[src/rtl/la132_sram_arbiter_if.sv]
// One la132 SRAM request port. The requester (master) drives the request fields;
// the arbiter (slave) answers with ack and a one-cycle-later completion.
interface la132_sram_arbiter_if;
  logic        en;
  logic        wr;
  logic [3:0]  strb;
  logic        fetch;
  logic [31:0] addr;
  logic [31:0] wdata;
  logic        ack;
  logic        rrdy;
  logic        resp;
  logic [31:0] rdata;

  modport master (
    output en, wr, strb, fetch, addr, wdata,
    input  ack, rrdy, resp, rdata
  );

  modport slave (
    input  en, wr, strb, fetch, addr, wdata,
    output ack, rrdy, resp, rdata
  );
endinterface

[src/rtl/la132_sram_arbiter.sv]
// Round-robin sharing of one single-port SRAM between the la132 instruction and
// data request ports, with address-window checking and a one-cycle response stage.
module la132_sram_arbiter #(
  parameter logic [31:0] ADDR_BASE = 32'h1C00_0000,
  parameter int unsigned AW        = 13
) (
  input  logic                       clk,
  input  logic                       hard_resetn,
  la132_sram_arbiter_if.slave        inst_sram,
  la132_sram_arbiter_if.slave        data_sram,
  output logic                       mem_en,
  output logic                       mem_wr,
  output logic [3:0]                 mem_strb,
  output logic                       mem_fetch,
  output logic [AW-1:0]              mem_addr,
  output logic [31:0]                mem_wdata,
  input  logic [31:0]                mem_rdata
);

  typedef enum logic {
    OWNER_INST = 1'b0,
    OWNER_DATA = 1'b1
  } owner_e;

  localparam logic [32:0] WIN_BYTES = 33'd4 << AW;

  owner_e      last_grant;
  logic        rsp_valid;
  owner_e      rsp_owner;
  logic        rsp_err;
  logic        rsp_wr;

  logic        grant_valid;
  owner_e      grant_owner;
  logic        sel_wr;
  logic        sel_fetch;
  logic [3:0]  sel_strb;
  logic [31:0] sel_addr;
  logic [31:0] sel_wdata;
  logic [31:0] offset;
  logic        hit;
  logic [31:0] rsp_data;

  // Ties go to whichever port did not win the previous grant.
  always_comb begin
    grant_valid = hard_resetn && (inst_sram.en || data_sram.en);
    grant_owner = OWNER_INST;
    if (data_sram.en && (!inst_sram.en || last_grant == OWNER_INST)) begin
      grant_owner = OWNER_DATA;
    end
  end

  always_comb begin
    if (grant_owner == OWNER_DATA) begin
      sel_wr    = data_sram.wr;
      sel_fetch = data_sram.fetch;
      sel_strb  = data_sram.strb;
      sel_addr  = data_sram.addr;
      sel_wdata = data_sram.wdata;
    end else begin
      sel_wr    = inst_sram.wr;
      sel_fetch = inst_sram.fetch;
      sel_strb  = inst_sram.strb;
      sel_addr  = inst_sram.addr;
      sel_wdata = inst_sram.wdata;
    end
  end

  // Unsigned subtraction makes addresses below the base wrap to large offsets and miss.
  always_comb begin
    offset = sel_addr - ADDR_BASE;
    hit    = grant_valid && ({1'b0, offset} < WIN_BYTES);
  end

  always_comb begin
    mem_en    = 1'b0;
    mem_wr    = 1'b0;
    mem_strb  = '0;
    mem_fetch = 1'b0;
    mem_addr  = '0;
    mem_wdata = '0;
    if (hit) begin
      mem_en    = 1'b1;
      mem_wr    = sel_wr;
      mem_strb  = sel_strb;
      mem_fetch = sel_fetch;
      mem_addr  = offset[AW+1:2];
      mem_wdata = sel_wdata;
    end
  end

  always_comb begin
    inst_sram.ack = grant_valid && (grant_owner == OWNER_INST);
    data_sram.ack = grant_valid && (grant_owner == OWNER_DATA);
  end

  always_ff @(posedge clk or negedge hard_resetn) begin
    if (!hard_resetn) begin
      last_grant <= OWNER_INST;
      rsp_valid  <= 1'b0;
      rsp_owner  <= OWNER_INST;
      rsp_err    <= 1'b0;
      rsp_wr     <= 1'b0;
    end else begin
      rsp_valid <= grant_valid;
      if (grant_valid) begin
        last_grant <= grant_owner;
        rsp_owner  <= grant_owner;
        rsp_err    <= !hit;
        rsp_wr     <= sel_wr;
      end
    end
  end

  // Only a successful read returns SRAM data; writes and errors complete with zero.
  always_comb begin
    rsp_data = (rsp_valid && !rsp_err && !rsp_wr) ? mem_rdata : 32'h0;

    inst_sram.rrdy  = rsp_valid && (rsp_owner == OWNER_INST);
    inst_sram.resp  = inst_sram.rrdy && rsp_err;
    inst_sram.rdata = inst_sram.rrdy ? rsp_data : 32'h0;

    data_sram.rrdy  = rsp_valid && (rsp_owner == OWNER_DATA);
    data_sram.resp  = data_sram.rrdy && rsp_err;
    data_sram.rdata = data_sram.rrdy ? rsp_data : 32'h0;
  end

endmodule

[src/flat_wrapper.sv]
// flat-port wrapper written by rule: the top's interface ports become plain ports
module la132_sram_arbiter_flat 
#(
  parameter logic [31:0] ADDR_BASE = 32'h1C00_0000,
  parameter int unsigned AW        = 13
)
  (clk, hard_resetn, mem_en, mem_wr, mem_strb, mem_fetch, mem_addr, mem_wdata, mem_rdata, inst_sram_en, inst_sram_wr, inst_sram_strb, inst_sram_fetch, inst_sram_addr, inst_sram_wdata, inst_sram_ack, inst_sram_rrdy, inst_sram_resp, inst_sram_rdata, data_sram_en, data_sram_wr, data_sram_strb, data_sram_fetch, data_sram_addr, data_sram_wdata, data_sram_ack, data_sram_rrdy, data_sram_resp, data_sram_rdata);
  la132_sram_arbiter_if inst_sram_i ();
  la132_sram_arbiter_if data_sram_i ();
  input  logic clk;
  input  logic hard_resetn;
  output logic mem_en;
  output logic mem_wr;
  output logic [3:0] mem_strb;
  output logic mem_fetch;
  output logic [AW-1:0] mem_addr;
  output logic [31:0] mem_wdata;
  input  logic [31:0] mem_rdata;
  input wire logic [$bits(inst_sram_i.en)-1:0] inst_sram_en;
  input wire logic [$bits(inst_sram_i.wr)-1:0] inst_sram_wr;
  input wire logic [$bits(inst_sram_i.strb)-1:0] inst_sram_strb;
  input wire logic [$bits(inst_sram_i.fetch)-1:0] inst_sram_fetch;
  input wire logic [$bits(inst_sram_i.addr)-1:0] inst_sram_addr;
  input wire logic [$bits(inst_sram_i.wdata)-1:0] inst_sram_wdata;
  output wire logic [$bits(inst_sram_i.ack)-1:0] inst_sram_ack;
  output wire logic [$bits(inst_sram_i.rrdy)-1:0] inst_sram_rrdy;
  output wire logic [$bits(inst_sram_i.resp)-1:0] inst_sram_resp;
  output wire logic [$bits(inst_sram_i.rdata)-1:0] inst_sram_rdata;
  input wire logic [$bits(data_sram_i.en)-1:0] data_sram_en;
  input wire logic [$bits(data_sram_i.wr)-1:0] data_sram_wr;
  input wire logic [$bits(data_sram_i.strb)-1:0] data_sram_strb;
  input wire logic [$bits(data_sram_i.fetch)-1:0] data_sram_fetch;
  input wire logic [$bits(data_sram_i.addr)-1:0] data_sram_addr;
  input wire logic [$bits(data_sram_i.wdata)-1:0] data_sram_wdata;
  output wire logic [$bits(data_sram_i.ack)-1:0] data_sram_ack;
  output wire logic [$bits(data_sram_i.rrdy)-1:0] data_sram_rrdy;
  output wire logic [$bits(data_sram_i.resp)-1:0] data_sram_resp;
  output wire logic [$bits(data_sram_i.rdata)-1:0] data_sram_rdata;
  assign inst_sram_i.en = inst_sram_en;
  assign inst_sram_i.wr = inst_sram_wr;
  assign inst_sram_i.strb = inst_sram_strb;
  assign inst_sram_i.fetch = inst_sram_fetch;
  assign inst_sram_i.addr = inst_sram_addr;
  assign inst_sram_i.wdata = inst_sram_wdata;
  assign inst_sram_ack = inst_sram_i.ack;
  assign inst_sram_rrdy = inst_sram_i.rrdy;
  assign inst_sram_resp = inst_sram_i.resp;
  assign inst_sram_rdata = inst_sram_i.rdata;
  assign data_sram_i.en = data_sram_en;
  assign data_sram_i.wr = data_sram_wr;
  assign data_sram_i.strb = data_sram_strb;
  assign data_sram_i.fetch = data_sram_fetch;
  assign data_sram_i.addr = data_sram_addr;
  assign data_sram_i.wdata = data_sram_wdata;
  assign data_sram_ack = data_sram_i.ack;
  assign data_sram_rrdy = data_sram_i.rrdy;
  assign data_sram_resp = data_sram_i.resp;
  assign data_sram_rdata = data_sram_i.rdata;
  la132_sram_arbiter #(.ADDR_BASE(ADDR_BASE), .AW(AW)) u_core (.clk(clk), .hard_resetn(hard_resetn), .inst_sram(inst_sram_i), .data_sram(data_sram_i), .mem_en(mem_en), .mem_wr(mem_wr), .mem_strb(mem_strb), .mem_fetch(mem_fetch), .mem_addr(mem_addr), .mem_wdata(mem_wdata), .mem_rdata(mem_rdata));
endmodule
[config.mk]
export PLATFORM = sky130hd
export DESIGN_NAME = la132_sram_arbiter_flat
export DESIGN_NICKNAME = d
export VERILOG_FILES = /design/src/rtl/la132_sram_arbiter_if.sv /design/src/rtl/la132_sram_arbiter.sv /design/src/flat_wrapper.sv
export SDC_FILE = /design/constraint.sdc
export NUM_CORES = 1
export LEC_CHECK = 0
export CORE_AREA = 4 4 113 115
export CTS_CLUSTER_SIZE = 14
export DETAILED_ROUTE_END_ITERATION = 12
export DIE_AREA = 0 0 117 119
export GPL_TIMING_DRIVEN = 0
export MAX_ROUTING_LAYER = met4
export SLEW_MARGIN = 30
export SYNTH_ARGS = -nofsm -noshare
export SYNTH_HDL_FRONTEND = slang
export SYNTH_SLANG_ARGS = --single-unit
[constraint.sdc]
create_clock -name clk -period 2.6 [get_ports clk]
set_input_delay 0.39 -clock clk [delete_from_list [all_inputs] [get_ports clk]]
set_output_delay 0.39 -clock clk [all_outputs]
set_load 0.01 [all_outputs]
==> impl_metrics.yaml, run 1 <==
synthesis:
  synth_area_leaders: "a21oi_2 25%, and2_1 25%, nand2_1 23%, dfrtp_1 6.0%, buf_6 4.1%"
  syn_area_um2: 1670
  netlist.area_leader.share_pct: 25.2
  yosysUniqueCellTypes: 26
  synth_common_cells: "101 x nand2_1, 66 x and2_1, 48 x a21oi_2, 16 x clkbuf_1, 6 x buf_6"
  synth_seq_area_share_pct: 6.00
  synth_nets: 451
  ys_ff_latch: 4
  synth_most_common_cell: "nand2_1"
  synth_area_leader_cell: "a21oi_2"
  ys_async_sr_fraction_pct: 100
  avgSynthCellArea_um2: 6.06
  synth_warnings: 0
  synth_ff_type: "dfrtp_1"
  synth_cells: 275
  synth_edf_count: 0
sta:
  setup_slack_ns: 0.0942
  finalCritPeriodShare_pct: 96.4
  final.setup.tns_ns: 0
  relSlewSlack_pct: 71.4
  fin_crit_ns: 2.51
  fmax_mhz: 399
  hold_viol: 0
  setup_viol: 0
  slew_viol_final: 0
  skew_ns: 0.000139
  worstMarginPinSlew_ns: 0.429
route:
  drc: 0
  post_drt_via_cell_ratio: 4.16
  first_iter_violations: 98
  drt-total-wl_um: 11000
  first_pass_iters: 4
  ant_nets: 0
  wl_per_cell_um: 15.3
  num_vias: 2995
cells_and_area:
  multi_input_area_um2: 1470
  n_fill_cell: 1287
  drive_gt1_share_pct: 23.0
  num-nets-final: 751
  stdcell_area_um2: 4720
  area_delta_synth_final_pct: 183
  n_antenna_cell: 0
  seqCellArea_um2: 101
  fin_cells: 720
critical_path:
  critPathKind: "in2out"
  worstPathRequired_ns: 2.21
  arrival_ns: 2.12
  worstPathMaxFanout: 10
  worstSetupEndpointType: "primary output"
  start_kind: "primary input"
die:
  fp.dieH_um: 119
  pin_count: 298
  die_area_um2: 13900
  die_x_um: 117
  initial_core_util_pct: 14.1
  coreArea_um2: 11800
  rows: 40
clock_tree:
  clk_pin_slew_ns: 0.03
  numCtsBuffers: 3
  clk_path_buf_depth: 2
  cts.sink_count: 4
  clk_latency_ns: 0.22
  hold_buffers: 0
  clockRootBuffer: "clkbuf_16"
  cts_tree: "done"
  htreeDepth: 1
placement:
  dp_hpwl_um: 9930
  routabilityCongestion: 0.824
  numPortBuffers: 293
  numPlacedInstances: 715
  dpl_worst_slack_ns: -0.417
  placed_area_um2: 4780
global_routing:
  antenna_found_initial: 0
  grt_pass1_vias: 3119
  groute.usage.overall_pct: 14.6
  grt_overflow: 0
  grt_pass1_wl_um: 15800
  grt_max_degree: 11
pwr:
  leakage_nw: 1.93
  powerDensity_nw_per_um2: 162
  ir_worst_vdd_uv: 162
flow_run:
  max-cap-violations: 0
hold_path:
  min_path_type: "in2async"
status:
  outcome: "completed"
==> report_power, final <==
| group | switching [W] | leakage, nW | internal (W) |
|---|---|---|---|
| clock | 0.0000414 | 0.0370 | 0.000196 |
| sequential | 0.0000118 | 0.0446 | 0.0000684 |
| combinational | 0.000157 | 1.85 | 0.000287 |
==> what timing repair did <==
item                       4_1_cts  5_1_grt
setup endpoints to repair      113      111
pin swaps                        2        0
gates resized for setup        107       74
cloned                           0        0
buffers inserted                 2        0
==> layout make-up <==
type,count,share of cell area [%]
Tap cell,147,3.90
Sequential cell,4,2.15
Timing Repair Buffer,295,57.8
Buffer,23,3.34
Clock buffer,3,1.59
Inverter,2,0.159
Multi-Input combinational cell,246,31.1
==> worst max-delay path, cell delays in order <==
cell,delay (ns)
clkdlybuf4s50_1,0.42
nor4_2,0.26
nand4_1,0.15
o22a_1,0.24
buf_6,0.15
buf_6,0.15
a21oi_2,0.10
clkdlybuf4s15_1,0.26
==> placed cells by master (no fill, tap or decap), types with 2 or more instances in the layout <==
master	netlist	layout
clkbuf_16	0	3
buf_6	6	7
nor4_2	0	3
dlygate4sd2_1	0	5
nor3b_4	0	2
clkdlybuf4s50_1	0	239
a21oi_1	2	2
nor2_1	5	5
clkdlybuf4s15_2	0	2
buf_2	0	2
a21oi_2	48	48
nand4_1	2	2
nor3_1	2	2
nand2_1	101	101
nand3_1	2	2
clkbuf_1	16	2
and2_1	66	66
dfrtp_1	4	3
and4b_1	2	2
inv_2	2	2
clkbuf_2	0	56
==> metrics by stage <==
step	utilization, %	hold WS, ns	power (W)
3_5_place_dp	40.5	0.611	0.000510
2_1_floorplan	-	0.0944	0.000195
3_3_place_gp	40.5	0.602	0.000502
4_1_cts	41.5	0.144	0.000769
5_1_grt	39.9	0.168	0.000805
6_report	39.9	0.138	0.000762
==> metal layers <==
layer	GRT usage, %	vias to the layer above	routed length (um)
met2	27.4	162	5730
met1	16.1	1340	4130
li1	-	1485	-
met5	-	-	0
met4	2.51	0	129
met3	2.64	8	1020
==> state kept, by name (all words and copies together), names as in the netlist <==
signal / flops
u_core.rsp_err: 1
u_core.rsp_wr: 1
u_core.rsp_valid: 1
u_core.rsp_owner: 1
==> path summary, 6_finish.rpt <==
path	cells past startpoint	end	slack (ns)	from
worst max-delay path	8	mem_wdata[28]	0.09	inst_sram_addr[21]
worst min-delay path	1	u_core.rsp_wr$_DFFE_PN0P_	0.14	hard_resetn
worst max register to register	6	u_core.rsp_err$_DFFE_PN0P_	1.24	u_core.rsp_owner$_DFFE_PN0P_
worst min register to register	1	u_core.rsp_owner$_DFFE_PN0P_	0.61	u_core.rsp_owner$_DFFE_PN0P_
max in group asynchronous	1	u_core.rsp_owner$_DFFE_PN0P_	2.24	hard_resetn
min in group clk	1	u_core.rsp_owner$_DFFE_PN0P_	0.61	u_core.rsp_owner$_DFFE_PN0P_
==> cells by family after synthesis <==
logic type | Yosys count | synth area share, %
buffers and inverters | 25 | 8.55
AOI/OAI and AO/OA | 57 | 29.3
and+or+nand+nor | 188 | 55.5
muxes | 1 | 0.600
DFF | 4 | 6.00
(Power assumes the default switching activity.)
==> run 2, diff against run 1 <==
CELL_PAD_IN_SITES_DETAIL_PLACEMENT = 0   (was unset)
CELL_PAD_IN_SITES_GLOBAL_PLACEMENT = 1   (was unset)
CORE_AREA = unset   (was 4 4 113 115)
CORE_ASPECT_RATIO = 1.5   (was unset)
CORE_MARGIN = 4   (was unset)
CORE_UTILIZATION = 12   (was unset)
DIE_AREA = unset   (was 0 0 117 119)
PLACE_DENSITY_LB_ADDON = 0.1   (was unset)
==> impl_metrics.yaml, run 2 (synthesized netlist as in run 1, its figures left out) <==
critical_path:
  critPathKind: "in2out"
  cpPeakStageDelay_ns: 0.43
  path_buf_inv: 5
  start_kind: "primary input"
  crit_family: "buffers and inverters"
  path_cells: "clkdlybuf4s50_1, nor4_2, nand4_1, o22a_1, buf_6, buf_12, inv_2, dlygate4sd2_1"
  reg2reg_setup_slack_ns: 1.23
  arrival_ns: 2.13
  cpMaxStageDelayCell: "clkdlybuf4s50_1"
  worstPathMaxFanout: 10
  worstSetupEndpointType: "primary output"
  worstPathRequired_ns: 2.21
cells_and_area:
  layout_commonest_cell: "clkdlybuf4s50_1"
  n_fill_cell: 1488
  num-nets-final: 751
  drive_gt1_share_pct: 23.2
  final_cell_mix: "238 x clkdlybuf4s50_1, 101 x nand2_1, 66 x and2_1, 48 x a21oi_2, 42 x clkbuf_2"
  area_delta_synth_final_pct: 183
  n_antenna_cell: 0
  fin_cells: 735
sta:
  finalCritPeriodShare_pct: 97.0
  setup_viol: 0
  skew_ns: 0.0000956
  rsz0062_at_grt: "false"
  fmax_mhz: 397
  worstMarginPinSlew_ns: 0.432
  relSlewSlack_pct: 71.2
  fin_crit_ns: 2.52
  hold_viol: 0
  slew_viol_final: 0
  setup_slack_ns: 0.0788
route:
  wl_per_cell_um: 15.1
  num_vias: 2945
  first_pass_iters: 4
  drt-total-wl_um: 11100
  first_iter_violations: 60
  post_drt_via_cell_ratio: 4.01
  ant_nets: 0
  drc: 0
placement:
  numPlacedInstances: 730
  dpl_worst_slack_ns: -0.476
  numPortBuffers: 293
  dp_hpwl_um: 9950
  routabilityCongestion: 0.776
clock_tree:
  cts_tree: "done"
  clk_path_buf_depth: 2
  numCtsBuffers: 3
  clk_pin_slew_ns: 0.03
  hold_buffers: 0
  clk_latency_ns: 0.22
  cts.sink_count: 4
  clockRootBuffer: "clkbuf_16"
  htreeDepth: 1
pwr:
  leakage_nw: 1.96
  ir_worst_vdd_uv: 149
  powerDensity_nw_per_um2: 160
flow_run:
  max-cap-violations: 0
die:
  die_area_um2: 15900
  pin_count: 298
  rows: 52
  die_x_um: 104
  initial_core_util_pct: 12.3
  coreArea_um2: 13500
  fp.dieH_um: 152
global_routing:
  grt_pass1_wl_um: 16600
  groute.usage.overall_pct: 13.4
  grt_pass1_vias: 3083
  grt_max_degree: 11
  grt_overflow: 0
  antenna_found_initial: 0
status:
  outcome: "completed"
hold_path:
  min_path_type: "in2async"
## run 2: what timing repair did
item	CTS	global route
cloned	0	0
pin swaps	1	2
gates resized for setup	136	73
buffers inserted	2	0
endpoints found under the setup margin	113	106
## run 2: stage by stage
step	utilization [%]	instance area (um^2)	hold WS (ns)	setup TNS, ns	power [W]
after floorplan	-	1670	0.0944	0	0.000195
after global placement	35.5	4800	0.566	-20.58	0.000500
after detailed placement	35.5	4800	0.567	-23.24	0.000507
after CTS	36.6	4960	0.132	-0.00143	0.000765
after global routing	34.9	4720	0.146	0	0.000806
final	34.9	4720	0.131	0	0.000753
## run 2: worst reg2reg max path: cells and delay by family (launching register included)
kind / cells / cell delay, ns
compound gates: 3 / 0.45
buf+inv: 2 / 0.29
flops: 1 / 0.43
simple gates: 1 / 0.08
## run 2: layout make-up
cell class,count,area (um^2),area share (%)
buffer,23,178,3.76
clock buffer,3,75.1,1.59
inverter,2,7.51,0.159
multi-input combinational,246,1460,30.9
sequential,4,101,2.15
tap,162,203,4.29
timing repair buffer,295,2700,57.1
## run 2: worst paths after layout
path / start / end / cells past startpoint
hold / removal: hard_resetn / u_core.rsp_wr$_DFFE_PN0P_ / 1
hold reg to reg: u_core.rsp_owner$_DFFE_PN0P_ / u_core.rsp_owner$_DFFE_PN0P_ / 1
setup / recovery: inst_sram_addr[31] / mem_en / 8
min in group clk: data_sram_en / u_core.rsp_valid$_DFF_PN0_ / 3
max in group asynchronous: hard_resetn / u_core.rsp_owner$_DFFE_PN0P_ / 1
setup reg to reg: u_core.rsp_owner$_DFFE_PN0P_ / u_core.rsp_err$_DFFE_PN0P_ / 6
## run 2: where the power goes
part           leakage, nW  total (W)  switching, W  internal, W
clock network       0.0370   0.000238     0.0000419     0.000196
registers           0.0446  0.0000782    0.00000978    0.0000684
logic                 1.88   0.000437      0.000153     0.000284
total                 1.96   0.000753      0.000205     0.000549
## run 2: layer usage
layer / share of wire, % / up-vias / routed length [um] / global-route usage, %
met1: 34 / 1249 / 3730 / 12.5
met5: 0 / - / 0 / -
met2: 56 / 191 / 6240 / 27.5
li1: - / 1495 / - / -
met3: 8.7 / 10 / 964 / 3.31
met4: 1.6 / 0 / 176 / 1.90
==> run 3, diff against run 2 <==
CORE_MARGIN = unset   (was 4)
CORE_UTILIZATION = 11   (was 12)
clock period = 2.46 ns   (was 2.6 ns; I/O delays follow)
==> impl_metrics.yaml, run 3 (synthesized netlist as in run 1, its figures left out) <==
status:
  outcome: "completed"
critical_path:
  arrival_ns: 1.99
  crit_start: "u_core.rsp_owner$_DFFE_PN0P_"
  r2r-start: "u_core.rsp_owner$_DFFE_PN0P_"
  critPathKind: "reg2out"
  start_kind: "flop"
  worstPathMaxFanout: 10
  worstSetupEndpointType: "primary output"
  worstPathRequired_ns: 2.09
die:
  die_x_um: 103
  rows: 54
  fp.dieH_um: 153
  initial_core_util_pct: 11.4
  die_area_um2: 15700
  pin_count: 298
  coreArea_um2: 14700
clock_tree:
  clk_latency_ns: 0.22
  clk_path_buf_depth: 2
  numCtsBuffers: 3
  clockRootBuffer: "clkbuf_16"
  hold_buffers: 0
  cts_tree: "done"
  cts.sink_count: 4
  clk_pin_slew_ns: 0.03
  htreeDepth: 1
sta:
  relSlewSlack_pct: 69.4
  skew_ns: 0.000796
  slew_viol_final: 0
  rsz0062_at_grt: "true"
  setup_viol: 0
  worstMarginPinSlew_ns: 0.460
  hold_viol: 0
  finalCritPeriodShare_pct: 96.1
  fin_crit_ns: 2.36
  fmax_mhz: 423
  final.setup.tns_ns: 0
global_routing:
  grt_max_degree: 11
  antenna_found_initial: 2
  grt_overflow: 0
  groute.usage.overall_pct: 13.1
  grt_pass1_wl_um: 15500
  grt_pass1_vias: 3067
flow_run:
  max-cap-violations: 0
placement:
  numPortBuffers: 293
  routabilityCongestion: 0.725
  numPlacedInstances: 764
  placed_area_um2: 4850
  dp_hpwl_um: 9120
pwr:
  leakage_nw: 2.32
  ir_worst_vdd_uv: 241
  powerDensity_nw_per_um2: 162
route:
  num_vias: 2976
  first_iter_violations: 52
  drc: 0
  drt-total-wl_um: 10700
  ant_nets: 0
  wl_per_cell_um: 13.7
  first_pass_iters: 3
  post_drt_via_cell_ratio: 3.83
cells_and_area:
  layout_commonest_cell: "clkdlybuf4s50_1"
  fin_cells: 778
  final_cell_mix: "216 x clkdlybuf4s50_1, 101 x nand2_1, 66 x and2_1, 50 x buf_2, 48 x a21oi_2"
  area_delta_synth_final_pct: 198
  stdcell_area_um2: 4980
  num-nets-final: 758
  n_fill_cell: 1620
  seqCellArea_um2: 101
  drive_gt1_share_pct: 24.7
  fin_util_pct: 33.9
  multi_input_area_um2: 1500
hold_path:
  min_path_type: "in2async"
## run 3: layout make-up
cell class / instances / area share [%]
antenna: 2 / 0.101
buffer: 22 / 3.97
clock buffer: 3 / 1.51
inverter: 2 / 0.151
multi-input combinational: 246 / 30.2
sequential: 4 / 2.04
tap: 196 / 4.93
timing repair buffer: 303 / 57.1
## run 3: routing by layer
layer | up-vias | GRT usage, % | share of wire, %
met2 | 181 | 27.2 | 57
met1 | 1279 | 11.2 | 32
met5 | - | - | 0
li1 | 1506 | - | -
met3 | 10 | 3.70 | 10
met4 | 0 | 1.70 | 1.1
## run 3: per-stage QoR
step / total power, W / setup WS (ns) / hold WS, ns
floorplan: 0.000206 / 0.688 / 0.0734
detailed placement: 0.000534 / -0.589 / 0.573
CTS: 0.000807 / -0.0592 / 0.115
global route: 0.000861 / -0.0113 / 0.130
finish: 0.000805 / 0.0963 / 0.119
global placement: 0.000526 / -0.564 / 0.569
## run 3: timing repair
action                                  4_1_cts  5_1_grt
gates cloned                                  1        2
pin swaps                                     4        8
resized for setup                           229       42
endpoints found under the setup margin      113      112
setup buffers                                 4        3
## run 3: worst paths after layout
path                                                 to  slack (ns)  cells after the start
max                                 inst_sram_rdata[10]         0.1                      6
min reg2reg                u_core.rsp_owner$_DFFE_PN0P_        0.57                      1
min                          u_core.rsp_valid$_DFF_PN0_        0.12                      1
max reg2reg                  u_core.rsp_err$_DFFE_PN0P_        0.90                      7
max in group asynchronous  u_core.rsp_owner$_DFFE_PN0P_        2.11                      1
min in group clk           u_core.rsp_owner$_DFFE_PN0P_        0.57                      1
## run 3: critical path, stage by stage (launching register included)
cell             delay, ns
dfrtp_2               0.44
nor2b_4               0.14
nor3b_4               0.18
buf_4                 0.17
clkbuf_4              0.19
and2_1                0.13
clkdlybuf4s50_1       0.53
## run 3: report_power, final
| part | internal (W) | leakage [nW] | switching [W] |
|---|---|---|---|
| combinational | 0.000303 | 2.24 | 0.000169 |
| sequential | 0.0000723 | 0.0446 | 0.00000983 |
| clock | 0.000208 | 0.0370 | 0.0000444 |
| total | 0.000582 | 2.32 | 0.000223 |
